`src/rtl/lc_int_pkg.sv`:
```
// rtl/lc_int_pkg.sv - shared defaults and FSM state type for the interrupt collector
package lc_int_pkg;

    localparam int LC_INT_DEPTH_DEF   = 13;
    localparam int TIMEOUT_CYCLES_DEF = 1024;
    localparam int CNT_W_DEF          = $clog2(TIMEOUT_CYCLES_DEF);

    typedef enum logic [1:0] {
        ST_IDLE      = 2'd0,
        ST_WAIT      = 2'd1,
        ST_REPRESENT = 2'd2
    } state_e;

endpackage

```
`src/rtl/lc_int_collector_if.sv`:
```
// rtl/lc_int_collector_if.sv - interrupt source, clear and status bundle for the collector
interface lc_int_collector_if
    import lc_int_pkg::*;
#(
    parameter int DEPTH = LC_INT_DEPTH_DEF
);

    logic [DEPTH-1:0] int_src;
    logic [DEPTH-1:0] int_mask;
    logic [DEPTH-1:0] clr_int_external;
    logic             lost_clr;
    logic [DEPTH-1:0] int_vector;
    logic [DEPTH-1:0] int_lost;
    logic             int_timeout;
    logic             busy;

    modport master (
        output int_src, int_mask, clr_int_external, lost_clr,
        input  int_vector, int_lost, int_timeout, busy
    );

    modport slave (
        input  int_src, int_mask, clr_int_external, lost_clr,
        output int_vector, int_lost, int_timeout, busy
    );

endinterface

```
`src/rtl/int_src_sync.sv`:
```
// rtl/int_src_sync.sv - one-bit synchronizer chain with rising-edge event detector
module int_src_sync #(
    parameter int SYNC_STAGES = 2
) (
    input  logic clk_i,
    input  logic reset_i,
    input  logic src_i,
    output logic event_o
);

    logic [SYNC_STAGES-1:0] sync_q;
    logic [SYNC_STAGES-1:0] sync_d;
    logic                   delayed_q;

    assign sync_d  = {sync_q[SYNC_STAGES-2:0], src_i};
    assign event_o = sync_q[SYNC_STAGES-1] & ~delayed_q;

    always_ff @(posedge clk_i) begin
        if (reset_i) begin
            sync_q    <= '0;
            delayed_q <= 1'b0;
        end else begin
            sync_q    <= sync_d;
            delayed_q <= sync_q[SYNC_STAGES-1];
        end
    end

endmodule

```
`src/rtl/lc_int_collector.sv`:
```
// rtl/lc_int_collector.sv - pending/lost tracking with timed re-presentation of unserviced interrupts
module lc_int_collector
    import lc_int_pkg::*;
#(
    parameter int LC_INT_DEPTH   = LC_INT_DEPTH_DEF,
    parameter int SYNC_STAGES    = 2,
    parameter int TIMEOUT_CYCLES = TIMEOUT_CYCLES_DEF
) (
    input  logic               clk_i,
    input  logic               reset_i,
    lc_int_collector_if.slave  bus
);

    localparam int               CNT_W   = $clog2(TIMEOUT_CYCLES);
    localparam logic [CNT_W-1:0] CNT_MAX = CNT_W'(TIMEOUT_CYCLES - 1);

    logic [LC_INT_DEPTH-1:0] src_event;
    logic [LC_INT_DEPTH-1:0] accepted;
    logic [LC_INT_DEPTH-1:0] pending_q, pending_d;
    logic [LC_INT_DEPTH-1:0] lost_q, lost_d;
    logic [LC_INT_DEPTH-1:0] int_vector_q, int_vector_d;
    logic                    int_timeout_q, int_timeout_d;
    state_e                  state_q, state_d;
    logic [CNT_W-1:0]        cnt_q, cnt_d;

    for (genvar i = 0; i < LC_INT_DEPTH; i++) begin : g_src
        int_src_sync #(
            .SYNC_STAGES (SYNC_STAGES)
        ) u_sync (
            .clk_i   (clk_i),
            .reset_i (reset_i),
            .src_i   (bus.int_src[i]),
            .event_o (src_event[i])
        );
    end

    // A new event beats a same-cycle clear, both for pending and for the lost flag.
    always_comb begin
        accepted  = src_event & bus.int_mask;
        pending_d = (pending_q & ~bus.clr_int_external) | accepted;
        lost_d    = bus.lost_clr ? '0 : lost_q;
        lost_d    = lost_d | (accepted & pending_q & ~bus.clr_int_external);
    end

    always_comb begin
        state_d = state_q;
        cnt_d   = '0;
        case (state_q)
            ST_IDLE: begin
                if (pending_q != '0) begin
                    state_d = ST_WAIT;
                end
            end
            ST_WAIT: begin
                if (pending_q == '0) begin
                    state_d = ST_IDLE;
                end else if (bus.clr_int_external != '0) begin
                    cnt_d = '0;
                end else if (cnt_q == CNT_MAX) begin
                    state_d = ST_REPRESENT;
                end else begin
                    cnt_d = cnt_q + 1'b1;
                end
            end
            ST_REPRESENT: begin
                state_d = (pending_q != '0) ? ST_WAIT : ST_IDLE;
            end
            default: begin
                state_d = ST_IDLE;
            end
        endcase
        // Outputs are registered from the next state so the dropout lines up with REPRESENT.
        int_timeout_d = (state_d == ST_REPRESENT);
        int_vector_d  = int_timeout_d ? '0 : pending_q;
    end

    always_ff @(posedge clk_i) begin
        if (reset_i) begin
            pending_q     <= '0;
            lost_q        <= '0;
            int_vector_q  <= '0;
            int_timeout_q <= 1'b0;
            state_q       <= ST_IDLE;
            cnt_q         <= '0;
        end else begin
            pending_q     <= pending_d;
            lost_q        <= lost_d;
            int_vector_q  <= int_vector_d;
            int_timeout_q <= int_timeout_d;
            state_q       <= state_d;
            cnt_q         <= cnt_d;
        end
    end

    assign bus.int_vector  = int_vector_q;
    assign bus.int_lost    = lost_q;
    assign bus.int_timeout = int_timeout_q;
    assign bus.busy        = (state_q != ST_IDLE);

endmodule

```
`src/flat_wrapper.sv`:
```
// flat-port wrapper written by rule: the top's interface ports become plain ports
module lc_int_collector_flat import lc_int_pkg::*;
#(
    parameter int LC_INT_DEPTH   = LC_INT_DEPTH_DEF,
    parameter int SYNC_STAGES    = 2,
    parameter int TIMEOUT_CYCLES = TIMEOUT_CYCLES_DEF
)
  (clk_i, reset_i, bus_int_src, bus_int_mask, bus_clr_int_external, bus_lost_clr, bus_int_vector, bus_int_lost, bus_int_timeout, bus_busy);
  lc_int_collector_if #(.DEPTH((LC_INT_DEPTH_DEF))) bus_i ();
  input  logic clk_i;
  input  logic reset_i;
  input wire logic [$bits(bus_i.int_src)-1:0] bus_int_src;
  input wire logic [$bits(bus_i.int_mask)-1:0] bus_int_mask;
  input wire logic [$bits(bus_i.clr_int_external)-1:0] bus_clr_int_external;
  input wire logic [$bits(bus_i.lost_clr)-1:0] bus_lost_clr;
  output wire logic [$bits(bus_i.int_vector)-1:0] bus_int_vector;
  output wire logic [$bits(bus_i.int_lost)-1:0] bus_int_lost;
  output wire logic [$bits(bus_i.int_timeout)-1:0] bus_int_timeout;
  output wire logic [$bits(bus_i.busy)-1:0] bus_busy;
  assign bus_i.int_src = bus_int_src;
  assign bus_i.int_mask = bus_int_mask;
  assign bus_i.clr_int_external = bus_clr_int_external;
  assign bus_i.lost_clr = bus_lost_clr;
  assign bus_int_vector = bus_i.int_vector;
  assign bus_int_lost = bus_i.int_lost;
  assign bus_int_timeout = bus_i.int_timeout;
  assign bus_busy = bus_i.busy;
  lc_int_collector #(.LC_INT_DEPTH(LC_INT_DEPTH), .SYNC_STAGES(SYNC_STAGES), .TIMEOUT_CYCLES(TIMEOUT_CYCLES)) u_core (.clk_i(clk_i), .reset_i(reset_i), .bus(bus_i));
endmodule
```
`config.mk`:
```
export PLATFORM = sky130hd
export DESIGN_NAME = lc_int_collector_flat
export DESIGN_NICKNAME = d
export VERILOG_FILES = /design/src/rtl/lc_int_pkg.sv /design/src/rtl/lc_int_collector_if.sv /design/src/rtl/int_src_sync.sv /design/src/rtl/lc_int_collector.sv /design/src/flat_wrapper.sv
export SDC_FILE = /design/constraint.sdc
export NUM_CORES = 1
export LEC_CHECK = 0
export ABC_AREA = 1
export CAP_MARGIN = 0
export CORE_MARGIN = 10
export CORE_UTILIZATION = 50
export DETAILED_ROUTE_END_ITERATION = 8
export HOLD_SLACK_MARGIN = 0.05
export PLACE_DENSITY_LB_ADDON = 0.12
export SLEW_MARGIN = 20
export SYNTH_ARGS = -nofsm -noshare
export SYNTH_HDL_FRONTEND = slang
export SYNTH_HIERARCHICAL = 1
export SYNTH_SLANG_ARGS = --single-unit
```
`constraint.sdc`:
```
create_clock -name clk_i -period 4.4 [get_ports clk_i]
set_clock_uncertainty 0.05 [all_clocks]
set_input_delay 0.88 -clock clk_i [delete_from_list [all_inputs] [get_ports clk_i]]
set_output_delay 0.88 -clock clk_i [all_outputs]
set_load 0.02 [all_outputs]
```
==> impl_metrics.csv <==
group,metric,value,unit
yosys,yosysSeqAreaShare,0.581,
clock_tree,cts.sinks,91,
routing,vias,2483,
clock_tree,cts_root_buf,"clkbuf_8",
global_route,grt_pass1_vias,2528,
layout,area_growth,29.9,%
die,start_util,0.524,
timing,rsz0062_at_grt,"false",
worst_hold_path,worstHoldEndpoint,"u_core/g_src[10].u_sync/sync_q[1]$_SDFF_PP0_",
timing,min_period_over_period,0.528,
die,dieArea,9840,µm²
placement,gp_congestion,0.737,
yosys,synth_top_family_by_area,"simple AND/OR/NAND/NOR gates",
layout,final_core_util,0.680,
yosys,syn-num-nets,430,
die,die_h,99.2,µm
routing,drtIter0Drc,113,
clock_tree,path_clk_slew,90,ps
layout,diodes,0,
clock_tree,cts_tree,"built",
clock_tree,cts_buffer_depth,2,
timing,hold_viol_final,0,
yosys,muxShareOfSynthArea,0,
routing,wl,6450,µm
clock_tree,numCtsBuffers,9,
placement,hpwlAfterDp,4900,µm
yosys,avgSynthCellArea,8.11,µm²
layout,fillCellCount,521,
timing,slew_viol_final,0,
global_route,grt_max_degree,42,
yosys,synthSimpleGateAreaFrac,0.247,
worst_setup_path,start_kind,"flip-flop",
worst_setup_path,path_max_fanout,2,
power,p_per_area,364,nW/µm²
yosys,synthCells,387,
global_route,grtUsageTotal,0.138,
worst_setup_path,r2r_end,"u_core/bus.int_vector[2]$_SDFF_PP0_",
timing,fmax,0.430,GHz
run,cap_violations,0,
placement,placed_area,3890,µm²
outcome,outcome,"finished clean",
routing,viasPerCell,4.57,
worst_setup_path,rr_worst_depth,8,
layout,regArea,1820,µm²
worst_hold_path,holdCritPathClass,"flip-flop to flip-flop",
global_route,overflow,0,
yosys,synth-seq-cells,91,
placement,port_buffers,69,
worst_setup_path,endpoint_kind,"output pin",
die,ios,70,
layout,multi_input_area,998,µm²
yosys,synthAdderAreaFrac,0.00399,
clock_tree,post_cts_resized,0,
yosys,synth_xor_area_frac,0.0195,
clock_tree,cts_hold_buf,0,
global_route,grt_pass1_wl,11200,µm
clock_tree,insertion_delay,350,ps
worst_setup_path,timing.rr.start,"u_core/cnt_q[0]$_SDFF_PP0_",
yosys,ys_types,22,
layout,fin_area,4080,µm²
layout,most-common-layout-cells,"91 x dfxtp_1, 84 x nor2_1, 74 x inv_1, 68 x clkdlybuf4s50_1, 58 x nand2_1",
timing,timing.slew.headroom,0.669,
timing,setup_viol,0,
yosys,syn_area,3140,µm²
layout,layout.nets,506,
die,row_count,28,
worst_setup_path,cp.required,3470,ps
timing,fin_tns_setup,0,ps
global_route,antenna_found_initial,0,
power,leakage,1.66,nW
clock_tree,cts_setup_buffers,0,
layout,final_common_cell,"dfxtp_1",
timing,worst_slew_pin_slew,497,ps
routing,wire_per_inst,11.9,µm
worst_hold_path,hold_depth,2,
routing,ant_nets,0,
worst_setup_path,r2r_slack,2840,ps
power,peakVddDrop,0.242,mV
yosys,yosys_warnings,6,
timing,post-route-min-period,2320,ps
worst_setup_path,cp_data_arrival_time,1390,ps
routing,drtPass1Iterations,6,
clock_tree,h-tree-depth,3,
yosys,synth_compound_area_frac,0.0479,
die,die_x,99.2,µm
die,core-area,5990,µm²
routing,post-route-drc-count,0,
worst_setup_path,path_class,"flip-flop to output pin",
worst_hold_path,hold_start,"u_core/g_src[10].u_sync/sync_q[0]$_SDFF_PP0_",
layout,layout-drive-gt1-share,0.0769,
cell usage after synthesis:
library cell | instances | area [µm²]
nand3_1 | 2 | 10.0
nand4_1 | 13 | 81.3
nand3_2 | 1 | 10.0
a21oi_1 | 29 | 145
nand2_1 | 58 | 218
xnor2_1 | 3 | 26.3
buf_1 | 1 | 3.75
inv_1 | 74 | 278
nand2_4 | 1 | 11.3
nor2_2 | 12 | 75.1
nor2_1 | 84 | 315
buf_12 | 1 | 20.0
dfxtp_1 | 91 | 1820
ha_1 | 1 | 12.5
o21ai_0 | 1 | 5.00
nand3b_1 | 1 | 7.51
nand2_2 | 4 | 25.0
inv_2 | 1 | 3.75
xor2_1 | 4 | 35.0
nor2_4 | 1 | 11.3
nor3_2 | 1 | 10.0
clkbuf_1 | 3 | 11.3
layout make-up:
type / instances / area share
Tap cell: 75 / 0.0230
Sequential cell: 91 / 0.447
Inverter: 75 / 0.0691
Timing Repair Buffer: 70 / 0.170
Clock inverter: 4 / 0.0126
Multi-Input combinational cell: 216 / 0.245
Clock buffer: 12 / 0.0332
worst max path at each step:
stage	start	to	cells after the start
6_report	u_core/state_q[1]$_SDFF_PP0_	bus_busy	3
4_1_cts	u_core/state_q[1]$_SDFF_PP0_	bus_busy	3
2_1_floorplan	bus_clr_int_external[11]	u_core/bus.int_vector[11]$_SDFF_PP0_	9
3_5_place_dp	bus_clr_int_external[3]	u_core/bus.int_vector[2]$_SDFF_PP0_	9
3_3_place_gp	bus_clr_int_external[7]	u_core/bus.int_vector[2]$_SDFF_PP0_	9
5_1_grt	u_core/state_q[1]$_SDFF_PP0_	bus_busy	3
through the flow:
| stage | worst slack, ps | power [mW] | hold WS (ps) | cells |
|---|---|---|---|---|
| final | 2080 | 1.48 | 340 | 543 |
| after global routing | 1980 | 1.56 | 370 | 543 |
| after CTS | 2060 | 1.50 | 337 | 543 |
| after detailed placement | 2020 | 0.972 | 343 | 527 |
| after global placement | 2050 | 0.969 | 339 | 527 |
| after floorplan | 2640 | 0.914 | 338 | 387 |
critical path, cell delays in order (launching register included):
cell and delay [ps]:
dfxtp_1 330, inv_1 50, nand2_1 70, clkdlybuf4s50_1 600
routing by layer:
metal  share of wire  global-route usage
met4           0.025              0.0750
met2            0.51               0.236
met3           0.065              0.0512
met5               0                   0
met1            0.40               0.145
where the power goes:
group	total (mW)	leakage, nW	internal, mW	switching [mW]
logic	0.101	0.825	0.0514	0.0499
registers	0.850	0.741	0.843	0.00744
clock network	0.533	0.0906	0.263	0.270
cells by family after synthesis:
logic type	Yosys count
AOI/OAI and AO/OA	30
adders and majority gates	1
buffers and inverters	80
DFF	91
xor gates and xnor gates	7
and+or+nand+nor	178
registers in the layout, summed over array words and instances (netlist names):
signal,flops
u_core/bus.int_vector,13
u_core/pending_q,13
u_core/bus.int_lost,13
u_core/g_src.u_sync/sync_q,26
u_core/state_q,2
u_core/bus.int_timeout,1
u_core/g_src.u_sync/delayed_q,13
u_core/cnt_q,10
Power figures use the tool's default switching activity.
